File: src/rtl/router_sync_ctrl.sv
// ---------------------------------------------------------------------------
// router_sync_ctrl
//
// Per-packet port controller sitting between the router sequencing FSM and
// the three output FIFOs (ports 0..2).
//   - Latches the destination address on the FSM header cycle.
//   - Steers the FSM write strobe to the addressed FIFO (one-hot) and returns
//     that FIFO's full flag.
//   - Drives vld_out per port straight from the FIFO empty flags.
//   - Runs an independent read-timeout watchdog per port.  It pulses
//     soft_reset for one cycle when a port has held valid data for TIMEOUT
//     consecutive cycles without being read.
//
// Parameters
//   TIMEOUT : consecutive stalled cycles before soft_reset fires (>= 2)
//   CNT_W   : watchdog counter width, 2**CNT_W must be >= TIMEOUT
//
// Ports
//   clock            in   system clock, all state on the rising edge
//   resetn           in   asynchronous, active-low reset
//   detect_add       in   header cycle: latch data_in as the address
//   data_in[1:0]     in   destination address (00,01,10 valid; 11 invalid)
//   write_enb_reg    in   write strobe for the addressed FIFO
//   read_enb_0..2    in   external reader pops FIFO n
//   empty_0..2       in   FIFO n empty
//   full_0..2        in   FIFO n full
//   write_enb[2:0]   out  one-hot FIFO write enables
//   fifo_full        out  full flag of the addressed FIFO (0 for addr 11)
//   vld_out_0..2     out  FIFO n holds data
//   soft_reset_0..2  out  registered one-cycle timeout pulse for port n
// ---------------------------------------------------------------------------
module router_sync_ctrl #(
  parameter int unsigned TIMEOUT = 30,
  parameter int unsigned CNT_W   = 5
) (
  input  logic       clock,
  input  logic       resetn,
  input  logic       detect_add,
  input  logic [1:0] data_in,
  input  logic       write_enb_reg,
  input  logic       read_enb_0,
  input  logic       read_enb_1,
  input  logic       read_enb_2,
  input  logic       empty_0,
  input  logic       empty_1,
  input  logic       empty_2,
  input  logic       full_0,
  input  logic       full_1,
  input  logic       full_2,
  output logic [2:0] write_enb,
  output logic       fifo_full,
  output logic       vld_out_0,
  output logic       vld_out_1,
  output logic       vld_out_2,
  output logic       soft_reset_0,
  output logic       soft_reset_1,
  output logic       soft_reset_2
);

  localparam int unsigned NPORT = 3;
  localparam logic [CNT_W-1:0] CNT_LAST = CNT_W'(TIMEOUT - 1);
  localparam logic [CNT_W-1:0] CNT_ONE  = CNT_W'(1);

  // -------------------------------------------------------------------------
  // Destination address register
  // -------------------------------------------------------------------------
  logic [1:0] addr;

  always_ff @(posedge clock or negedge resetn) begin
    if (!resetn) begin
      addr <= '0;
    end else if (detect_add) begin
      addr <= data_in;
    end
  end

  // -------------------------------------------------------------------------
  // Write-enable steering and full-flag return.
  // Decodes the registered address only, so a header cycle that overlaps a
  // write strobe still targets the previous packet's port and the one-hot
  // output can never show two ports at once.
  // -------------------------------------------------------------------------
  always_comb begin
    write_enb = '0;
    fifo_full = 1'b0;
    unique case (addr)
      2'b00: begin
        write_enb[0] = write_enb_reg;
        fifo_full    = full_0;
      end
      2'b01: begin
        write_enb[1] = write_enb_reg;
        fifo_full    = full_1;
      end
      2'b10: begin
        write_enb[2] = write_enb_reg;
        fifo_full    = full_2;
      end
      default: begin
        // invalid address: no write, report not-full
        write_enb = '0;
        fifo_full = 1'b0;
      end
    endcase
  end

  // -------------------------------------------------------------------------
  // Valid outputs: direct inversion of the FIFO empty flags.
  // -------------------------------------------------------------------------
  assign vld_out_0 = ~empty_0;
  assign vld_out_1 = ~empty_1;
  assign vld_out_2 = ~empty_2;

  // -------------------------------------------------------------------------
  // Read-timeout watchdogs, one per port, fully independent of addr.
  // A port stalls when it holds data and its reader does not pop this cycle.
  // Any non-stalled cycle clears the count, so partial stalls never add up.
  // On the TIMEOUT-th consecutive stalled edge the pulse is raised and the
  // count restarts from zero, giving a one-cycle pulse every TIMEOUT cycles
  // while the stall persists.
  // -------------------------------------------------------------------------
  logic [NPORT-1:0] stall;
  logic [NPORT-1:0] soft_q;
  logic [CNT_W-1:0] cnt [NPORT];

  assign stall[0] = vld_out_0 & ~read_enb_0;
  assign stall[1] = vld_out_1 & ~read_enb_1;
  assign stall[2] = vld_out_2 & ~read_enb_2;

  always_ff @(posedge clock or negedge resetn) begin
    if (!resetn) begin
      for (int unsigned i = 0; i < NPORT; i++) begin
        cnt[i] <= '0;
      end
      soft_q <= '0;
    end else begin
      for (int unsigned i = 0; i < NPORT; i++) begin
        if (!stall[i]) begin
          cnt[i]    <= '0;
          soft_q[i] <= 1'b0;
        end else if (cnt[i] == CNT_LAST) begin
          cnt[i]    <= '0;
          soft_q[i] <= 1'b1;
        end else begin
          cnt[i]    <= cnt[i] + CNT_ONE;
          soft_q[i] <= 1'b0;
        end
      end
    end
  end

  assign soft_reset_0 = soft_q[0];
  assign soft_reset_1 = soft_q[1];
  assign soft_reset_2 = soft_q[2];

endmodule

File: config.mk
export PLATFORM = sky130hd
export DESIGN_NAME = router_sync_ctrl
export DESIGN_NICKNAME = d
export VERILOG_FILES = /design/src/rtl/router_sync_ctrl.sv
export SDC_FILE = /design/constraint.sdc
export NUM_CORES = 1
export LEC_CHECK = 0
export ABC_CLOCK_PERIOD_IN_PS = 2300
export CAP_MARGIN = 20
export CORE_MARGIN = 5
export CORE_UTILIZATION = 45
export CTS_CLUSTER_SIZE = 30
export DETAILED_ROUTE_END_ITERATION = 7
export DONT_BUFFER_PORTS = 1
export SETUP_SLACK_MARGIN = 0.02
export SYNTH_ARGS = -nofsm -noshare
export SYNTH_HDL_FRONTEND = slang
export SYNTH_SLANG_ARGS = --single-unit
File: constraint.sdc
create_clock -name clock -period 2.3 [get_ports clock]
set_input_delay 0.345 -clock clock [delete_from_list [all_inputs] [get_ports clock]]
set_output_delay 0.345 -clock clock [all_outputs]
set_load 0.02 [all_outputs]
==> results.toml, run 1 <==
[critical_path]
crit_path_max_incr_delay_ps = 600
cp.required_ps = 1960
crit_family = "simple AND/OR/NAND/NOR gates"
cp-end-kind = "output pin"
path_class = "reg2out"
crit_fanout = 6
crit_chain = "nor3b_1"
cp_slowest_cell = "nor3b_1"
timing.critical_path.buf_inv = 0
startpoint_type = "flip-flop"
crit_arrival_ps = 1340

[power_and_ir_drop]
worst_ir_drop_vdd_mv = 0.404
intPower_w = 0.000471
p_sw_share_pct = 23.6
seqPwrFrac_pct = 59.9
p_switching_w = 0.000145
p_per_area_mw_per_mm2 = 637
leakagePower_nw = 0.458
comb_power_share_pct = 7.4
power_frac_clock_pct = 32.7

[route]
dr.first_iter.drc_count = 8
ant_nets = 0
vias = 576
routedWlPerCell_um = 12.5
viasPerCell = 5.01
drc = 0
wl_um = 1440
drtPass1Iterations = 4

[synth]
syn-num-nets = 104
synth_ff_type = "dfrtp_1"
synth.distinct_cells = 16
synth_commonest_cells = "dfrtp_1, nor2_1"
avgSynthCellArea_um2 = 10.7
yosys.area.top_type_share_pct = 56.3
ys_ff_latch = 20
synth_area_um2 = 888
ys_warn_count = 0
yosysTopAreaCell = "dfrtp_1"
async_flop_share_pct = 100
synthMostInstantiatedCell = "dfrtp_1"
synth_edf_count = 0
synthCells = 83
synthTopCellsByArea = "dfrtp_1, ha_1, nor2_1"
synth_seq_area_share_pct = 56.3

[final_layout]
final_util_pct = 50.4
antennaDiodeCount = 0
areaGrowthSynthToFinish_pct = 9.01
drive_above_1_share_pct = 6.82
fin_cells = 115
register_area_um2 = 500
nFillCells = 193
multi_input_area_um2 = 365
final_nets = 110

[min_path]
holdCritPathClass = "in2reg"

[cts]
cts_sinks = 20
cts-htree-levels = 1
path_clk_slew_ps = 110
cts_tree = "yes"
cts_resized = 0
cts_setup_buffers = 0
ctsRootBufferMaster = "clkbuf_4"
clock_path_buffers = 2
numCtsBuffers = 3
insertion_delay_ps = 300

[timing]
finalSetupTns_ps = 0
slew_viol_final = 0
fin_crit_sh_pct = 73.1
rsz0062_at_grt = "no"
final_hold_viol_count = 0
hold-worst-slack_ps = 98.6
slew_headroom_pct = 42.3
skew_ps = 4.74
finalCriticalPeriod_ps = 1680
setup_ws_ps = 619
max_freq_ghz = 0.595
worst_pin_slew_ps = 863
final-setup-viol-count = 0

[global_routing]
grt_start_max_net_pins = 21
grt_usage_pct = 11.3
antenna_found_initial = 0
first_global_vias = 553
grt_pass1_wl_um = 2300
grt.overflow.total = 0

[place]
dp_cells = 110
numPortBuffers = 0
dpl.hpwl_um = 1100
place_ws_ps = 952
gp_congestion = 0.740

[die]
start_util_pct = 46.2
dieArea_mm2 = 0.00296
coreArea_mm2 = 0.00192
dieHeight_um = 54.4
fp.dieW_um = 54.4
io-pin-count = 25
row_count = 16

[job]
cap_violations = 0

[outcome]
status = "complete, no violations"
-- cell type report --
cell class / count / share of cell area [%]
Clock buffer: 4 / 3.75
Tap cell: 27 / 3.49
Inverter: 6 / 2.33
Timing Repair Buffer: 1 / 1.03
Sequential cell: 20 / 51.7
Multi-Input combinational cell: 57 / 37.7
-- routing by layer --
| layer | share of wire [%] | track usage [%] | up-vias |
|---|---|---|---|
| met5 | 0 | 0 | - |
| met4 | 0.84 | 7.47 | 0 |
| met3 | 9.6 | 3.27 | 2 |
| met2 | 46 | 18.3 | 21 |
| met1 | 44 | 12.8 | 274 |
| li1 | - | - | 279 |
-- per-stage QoR --
step	total power [W]	area (um2)
final	0.000617	968
after floorplan	0.000409	888
after global routing	0.000649	968
after detailed placement	0.000416	922
after global placement	0.000414	922
after CTS	0.000631	968
-- power by group through the flow --
stage | Clock (W) | Sequential, W | Combinational, W
floorplan | 0 | 0.000375 | 0.0000342
global placement | 0 | 0.000376 | 0.0000383
detailed placement | 0 | 0.000377 | 0.0000393
CTS | 0.000214 | 0.000370 | 0.0000476
global route | 0.000226 | 0.000372 | 0.0000513
finish | 0.000201 | 0.000370 | 0.0000458
-- state kept, by name, summed over array words and instances (netlist names) --
name	count
addr	2
cnt	15
soft_q	3
-- cells in the final DEF (no fill, tap or decap), drive strengths merged --
| cell | instances |
|---|---|
| xor2 | 6 |
| nor2 | 19 |
| nand2 | 4 |
| mux2i | 1 |
| and3b | 1 |
| ha | 6 |
| nand3 | 6 |
| o21ai | 1 |
| nor3b | 1 |
| dfrtp | 20 |
| xnor2 | 3 |
| mux2 | 2 |
| inv | 6 |
| nand4 | 3 |
| clkbuf | 4 |
| dlygate4sd3 | 1 |
| nand3b | 1 |
| nor3 | 3 |
-- kinds of logic after synthesis --
kind of cell / synth area share [%]
and+or+nand+nor: 19.6
adders and majority gates: 8.45
DFF: 56.3
muxes: 3.66
AOI/OAI and AO/OA: 0.563
xor gates and xnor gates: 8.87
buffers and inverters: 2.54
-- what timing repair did --
action	CTS	global route
hold buffers	1	0
endpoints found under the setup margin	0	0
endpoints found under the hold margin	20	0
-- final timing paths --
check / start / to / slack (ps) / cells after the start
worst max-delay path: addr[0]$_DFFE_PN0P_ / write_enb[0] / 620 / 1
worst min-delay path: empty_1 / soft_q[1]$_DFF_PN0_ / 100 / 1
worst max register to register: cnt[10]$_DFF_PN0_ / cnt[13]$_DFF_PN0_ / 1210 / 4
worst min register to register: cnt[0]$_DFF_PN0_ / cnt[0]$_DFF_PN0_ / 500 / 1
max in group asynchronous: resetn / cnt[4]$_DFF_PN0_ / 1180 / 1
min in group asynchronous: resetn / cnt[11]$_DFF_PN0_ / 590 / 1
No activity file was read; power rests on OpenSTA's default activity.
==> run 2, diff against run 1 <==
--- a/config.mk
+++ b/config.mk
@@ -5,7 +5,8 @@
 export SDC_FILE = /design/constraint.sdc
 export NUM_CORES = 1
 export LEC_CHECK = 0
-export ABC_CLOCK_PERIOD_IN_PS = 2300
+export ABC_AREA = 1
+export ABC_CLOCK_PERIOD_IN_PS = 1650
 export CAP_MARGIN = 20
 export CORE_MARGIN = 5
 export CORE_UTILIZATION = 45
==> constraint.sdc (replaced) <==
create_clock -name clock -period 1.65 [get_ports clock]
set_input_delay 0.2475 -clock clock [delete_from_list [all_inputs] [get_ports clock]]
set_output_delay 0.2475 -clock clock [all_outputs]
set_load 0.02 [all_outputs]
==> run 2 against run 1 <==
  * Hold slack got worse by 56 ps
  * Final cell count increased by 37%
  * Power increased by 43%
  * Clock power increased by 43%
  * Utilization increased by 3.4 points
  * Sequential power increased by 39%
  * Largest cell class unchanged
==> results.toml, run 2 <==
[power_and_ir_drop]
leakagePower_nw = 0.594
p_per_area_mw_per_mm2 = 761
worst_ir_drop_vdd_mv = 0.539
power_frac_clock_pct = 32.6
intPower_w = 0.000663
seqPwrFrac_pct = 58.4
p_switching_w = 0.000217
p_sw_share_pct = 24.6
comb_power_share_pct = 9.0

[global_routing]
grt_start_max_net_pins = 21
grt.overflow.total = 0
antenna_found_initial = 0
first_global_vias = 757
grt_usage_pct = 11.9
grt_pass1_wl_um = 3020

[critical_path]
cp-end-kind = "flip-flop"
reg2reg_to = "soft_q[1]$_DFF_PN0_"
crit_path_max_incr_delay_ps = 550
startpoint_type = "flip-flop"
cp.required_ps = 1840
crit_chain = "ha_1 > nand2_1 > inv_1 > nand2_2 > nor3_2 > dlygate4sd3_1"
crit_arrival_ps = 1740
ff2ff_path_depth = 6
path_class = "reg2reg"
rrSetupSlack_ps = 100
reg2reg_from = "cnt[5]$_DFF_PN0_"
crit_fanout = 5
cp_slowest_cell = "dlygate4sd3_1"

[final_layout]
final_nets = 151
nFillCells = 207
most-common-layout-cells = "inv_1, dfrtp_1, nor2_1"
mostFrequentLayoutCell = "inv_1"
drive_above_1_share_pct = 12.4
top_register = "cnt"
finalInstanceArea_mm2 = 0.00116
fin_cells = 157
areaGrowthSynthToFinish_pct = 16.5
largest_reg_flops = 15
antennaDiodeCount = 0
top_regs = "cnt x15, soft_q x3, addr x2"

[cts]
cts_setup_buffers = 0
insertion_delay_ps = 300
cts_tree = "yes"
numCtsBuffers = 3
ctsRootBufferMaster = "clkbuf_4"
cts_sinks = 20
path_clk_slew_ps = 110
clock_path_buffers = 2
cts-htree-levels = 1

[timing]
final_hold_viol_count = 0
slew_headroom_pct = 40.5
worst_pin_slew_ps = 889
max_freq_ghz = 0.646
rsz0062_at_grt = "no"
skew_ps = 5.49
finalCriticalPeriod_ps = 1550
setup_ws_ps = 102
final-setup-viol-count = 0
slew_viol_final = 0
finalSetupTns_ps = 0
fin_crit_sh_pct = 93.8
hold-worst-slack_ps = 42.7

[route]
viasPerCell = 4.76
wl_um = 1720
drtPass1Iterations = 4
dr.first_iter.drc_count = 11
ant_nets = 0
drc = 0
routedWlPerCell_um = 11.0
vias = 748

[synth]
syn-num-nets = 136
ys_warn_count = 0
synth_commonest_cells = "inv_1, dfrtp_1, nor2_1"
yosys.area.top_type_share_pct = 50.4
synthTopCellsByArea = "dfrtp_1, inv_1, ha_1"
yosysTopAreaCell = "dfrtp_1"
synth_area_um2 = 992
ys_ff_latch = 20
synthCells = 115
avgSynthCellArea_um2 = 8.63
synth_ff_type = "dfrtp_1"
synth_seq_area_share_pct = 50.4
synthMostInstantiatedCell = "inv_1"
synth_edf_count = 0
synth.distinct_cells = 13
async_flop_share_pct = 100

[job]
cap_violations = 0

[place]
dp_cells = 146
numPortBuffers = 0
place_ws_ps = 544
gp_congestion = 0.756
placed_area_mm2 = 0.00105
dpl.hpwl_um = 1280

[die]
dieArea_mm2 = 0.00324
start_util_pct = 46.2
coreArea_mm2 = 0.00215
fp.dieW_um = 57.0
io-pin-count = 25
row_count = 17
dieHeight_um = 57.0

[min_path]
holdCritPathClass = "in2reg"
min_from = "detect_add"
min_to = "addr[0]$_DFFE_PN0P_"
hold_depth = 1

[outcome]
status = "complete, no violations"
## run 2: changes by cell type in the layout (fill, tap and decap cells not counted), moves of 2 or more
cell           delta
inv_1            +15
nand2_1          +10
nand3_1           +7
dlygate4sd3_1     +6
nand2_2           +6
xor2_1            -6
a21oi_1           +3
buf_4             +3
nor3_2            +3
mux2_2            -2
o21ai_0           +2
## run 2: critical path: cells and delay by family, from the launching register on
family | cells | cell delay, ps
flops | 1 | 440
simple gates | 3 | 190
fa+ha+maj | 1 | 230
buf+inv | 2 | 590
## run 2: worst max-delay path by stage
stage	startpoint	to	cells past startpoint
floorplan	addr[1]$_DFFE_PN0P_	write_enb[2]	2
global placement	cnt[5]$_DFF_PN0_	cnt[8]$_DFF_PN0_	6
finish	cnt[5]$_DFF_PN0_	soft_q[1]$_DFF_PN0_	6
CTS	cnt[5]$_DFF_PN0_	soft_q[1]$_DFF_PN0_	6
global route	cnt[1]$_DFF_PN0_	soft_q[2]$_DFF_PN0_	7
detailed placement	cnt[5]$_DFF_PN0_	cnt[8]$_DFF_PN0_	6
## run 2: power by group through the flow
stage | clock network, W | logic (W) | registers (W)
global route | 0.000324 | 0.0000901 | 0.000516
global placement | 0 | 0.0000618 | 0.000522
CTS | 0.000298 | 0.0000815 | 0.000514
finish | 0.000287 | 0.0000796 | 0.000513
detailed placement | 0 | 0.0000629 | 0.000523
floorplan | 0 | 0.0000485 | 0.000521
## run 2: cell families after synthesis
group | after synthesis | share of synthesized area [%]
DFF | 20 | 50.4
xor gates and xnor gates | 3 | 2.65
adders and majority gates | 6 | 7.57
buffers and inverters | 21 | 7.94
AOI/OAI and AO/OA | 5 | 2.52
and+or+nand+nor | 60 | 28.9
## run 2: layout make-up
type,instances,area (um2),area share (%)
inverters,21,78.8,6.82
flip-flops and latches,20,500,43.3
well taps,28,35.0,3.03
multi-input cells,74,413,35.7
repair buffers,10,92.6,8.01
clock buffers,4,36.3,3.14
## run 2: timing repair
action / 4_1_cts / 5_1_grt
gates resized for setup: 0 / 0
hold buffers: 7 / 0
endpoints found under the hold margin: 23 / 0
## run 2: per-layer routing
| layer | part of all wire [%] | track usage [%] | vias up |
|---|---|---|---|
| met4 | 1.9 | 5.96 | 0 |
| met5 | 0 | 0 | - |
| met1 | 44 | 13.1 | 336 |
| li1 | - | - | 389 |
| met3 | 5.9 | 2.49 | 4 |
| met2 | 48 | 21.4 | 19 |
## run 2: stage by stage
step | utilization [%] | power (W)
after floorplan | - | 0.000569
after global placement | 48.9 | 0.000584
after detailed placement | 48.9 | 0.000586
after CTS | 53.8 | 0.000893
after global routing | 53.8 | 0.000929
final | 53.8 | 0.000880
==> run 3, diff against run 2 <==
--- a/config.mk
+++ b/config.mk
@@ -10,6 +10,7 @@
 export CAP_MARGIN = 20
 export CORE_MARGIN = 5
 export CORE_UTILIZATION = 45
+export CTS_BUF_LIST = sky130_fd_sc_hd__clkbuf_4
 export CTS_CLUSTER_SIZE = 30
 export DETAILED_ROUTE_END_ITERATION = 7
 export DONT_BUFFER_PORTS = 1
==> run 3 against run 2 <==
  * Sequential power is essentially flat
  * Final cell count is the same
  * Highest routed layer unchanged
  * Hold slack gained 2.9 ps
==> results.toml, run 3 (same netlist as run 2, synthesis figures left out) <==
[power_and_ir_drop]
p_per_area_mw_per_mm2 = 726
p_total_w = 0.000832
worst_ir_drop_vdd_mv = 0.452
leakagePower_nw = 0.589

[final_layout]
top_register = "cnt"
final_nets = 151
antennaDiodeCount = 0
areaGrowthSynthToFinish_pct = 15.5
most-common-layout-cells = "inv_1, dfrtp_1, nor2_1"
top_regs = "cnt x15, soft_q x3, addr x2"
finalInstanceArea_mm2 = 0.00115
largest_reg_flops = 15
mostFrequentLayoutCell = "inv_1"
drive_above_1_share_pct = 11.6

[place]
gp_congestion = 0.756
dpl.hpwl_um = 1280
placed_area_mm2 = 0.00105
numPortBuffers = 0

[critical_path]
cp.required_ps = 1840
crit_fanout = 5
startpoint_type = "flip-flop"
cp-end-kind = "flip-flop"
path_class = "reg2reg"
crit_arrival_ps = 1730

[die]
start_util_pct = 46.2
dieHeight_um = 57.0
coreArea_mm2 = 0.00215
row_count = 17
fp.dieW_um = 57.0
dieArea_mm2 = 0.00324
io-pin-count = 25

[cts]
ctsRootBufferMaster = "clkbuf_4"
cts_setup_buffers = 0
cts_hold_buf = 7
numCtsBuffers = 3
path_clk_slew_ps = 110
cts-htree-levels = 1
cts_tree = "yes"
clock_path_buffers = 2
cts_resized = 0
cts_sinks = 20
insertion_delay_ps = 300

[timing]
final-setup-viol-count = 0
fin_crit_sh_pct = 93.8
rsz0062_at_grt = "no"
slew_viol_final = 0
slew_headroom_pct = 40.6
finalCriticalPeriod_ps = 1550
skew_ps = 6.80
worst_pin_slew_ps = 889
final_hold_viol_count = 0
max_freq_ghz = 0.646
finalSetupTns_ps = 0

[global_routing]
grt_usage_pct = 11.9
grt.overflow.total = 0
first_global_vias = 757
grt_start_max_net_pins = 21
grt_pass1_wl_um = 3020
antenna_found_initial = 0

[route]
drtPass1Iterations = 4
viasPerCell = 4.76
routedWlPerCell_um = 11.0
dr.first_iter.drc_count = 10
vias = 747
wl_um = 1720
ant_nets = 0
drc = 0

[outcome]
status = "complete, no violations"

[min_path]
holdCritPathClass = "in2reg"

[job]
cap_violations = 0
-- run 3: changes by cell type in the layout (fill, tap and decap cells not counted), sizes merged --
cell	change
clkbuf	-1
clkinv	+1
-- run 3: where the power goes --
| group | total, W | switching, W | internal [W] |
|---|---|---|---|
| Clock | 0.000239 | 0.000151 | 0.0000880 |
| Combinational | 0.0000796 | 0.0000522 | 0.0000274 |
| Sequential | 0.000513 | 0.0000124 | 0.000501 |
| Total | 0.000832 | 0.000215 | 0.000617 |
-- run 3: layout make-up --
| cell class | count | area (um2) |
|---|---|---|
| fillers | 206 | 1000 |
| flip-flops and latches | 20 | 500 |
| multi-input cells | 74 | 413 |
| repair buffers | 10 | 92.6 |
| inverters | 21 | 78.8 |
| well taps | 28 | 35.0 |
| clock buffers | 3 | 22.5 |
| clock inverters | 1 | 3.75 |
-- run 3: path summary, 6_finish.rpt --
kind | startpoint | depth (start not counted) | slack, ps | to
setup / recovery | cnt[5]$_DFF_PN0_ | 6 | 100 | soft_q[1]$_DFF_PN0_
hold / removal | detect_add | 1 | 50 | addr[0]$_DFFE_PN0P_
setup reg to reg | cnt[5]$_DFF_PN0_ | 6 | 100 | soft_q[1]$_DFF_PN0_
hold reg to reg | cnt[10]$_DFF_PN0_ | 1 | 510 | cnt[10]$_DFF_PN0_
max in group asynchronous | resetn | 1 | 600 | addr[1]$_DFFE_PN0P_
min in group asynchronous | resetn | 1 | 500 | cnt[2]$_DFF_PN0_
-- run 3: metrics by stage --
step,setup slack [ps],hold slack [ps],util [%],instances
floorplan,475,-48.1,-,115
global placement,567,-47.6,48.9,146
detailed placement,544,-47.6,48.9,146
CTS,111,36.1,53.3,157
global route,27.8,22.9,53.3,157
finish,103,45.6,53.3,157
-- run 3: metal layers --
layer	global-route usage [%]	routed length (um)	up-vias
met2	21.4	830	19
met3	2.49	101	4
met1	13.1	758	336
li1	-	-	388
met5	0	0	-
met4	5.96	33	0
-- run 3: worst max-delay path: stages, from the launching register on --
cell,delay (ps)
dfrtp_1,440
ha_1,230
nand2_1,60
inv_1,40
nand2_2,90
nor3_2,40
dlygate4sd3_1,550
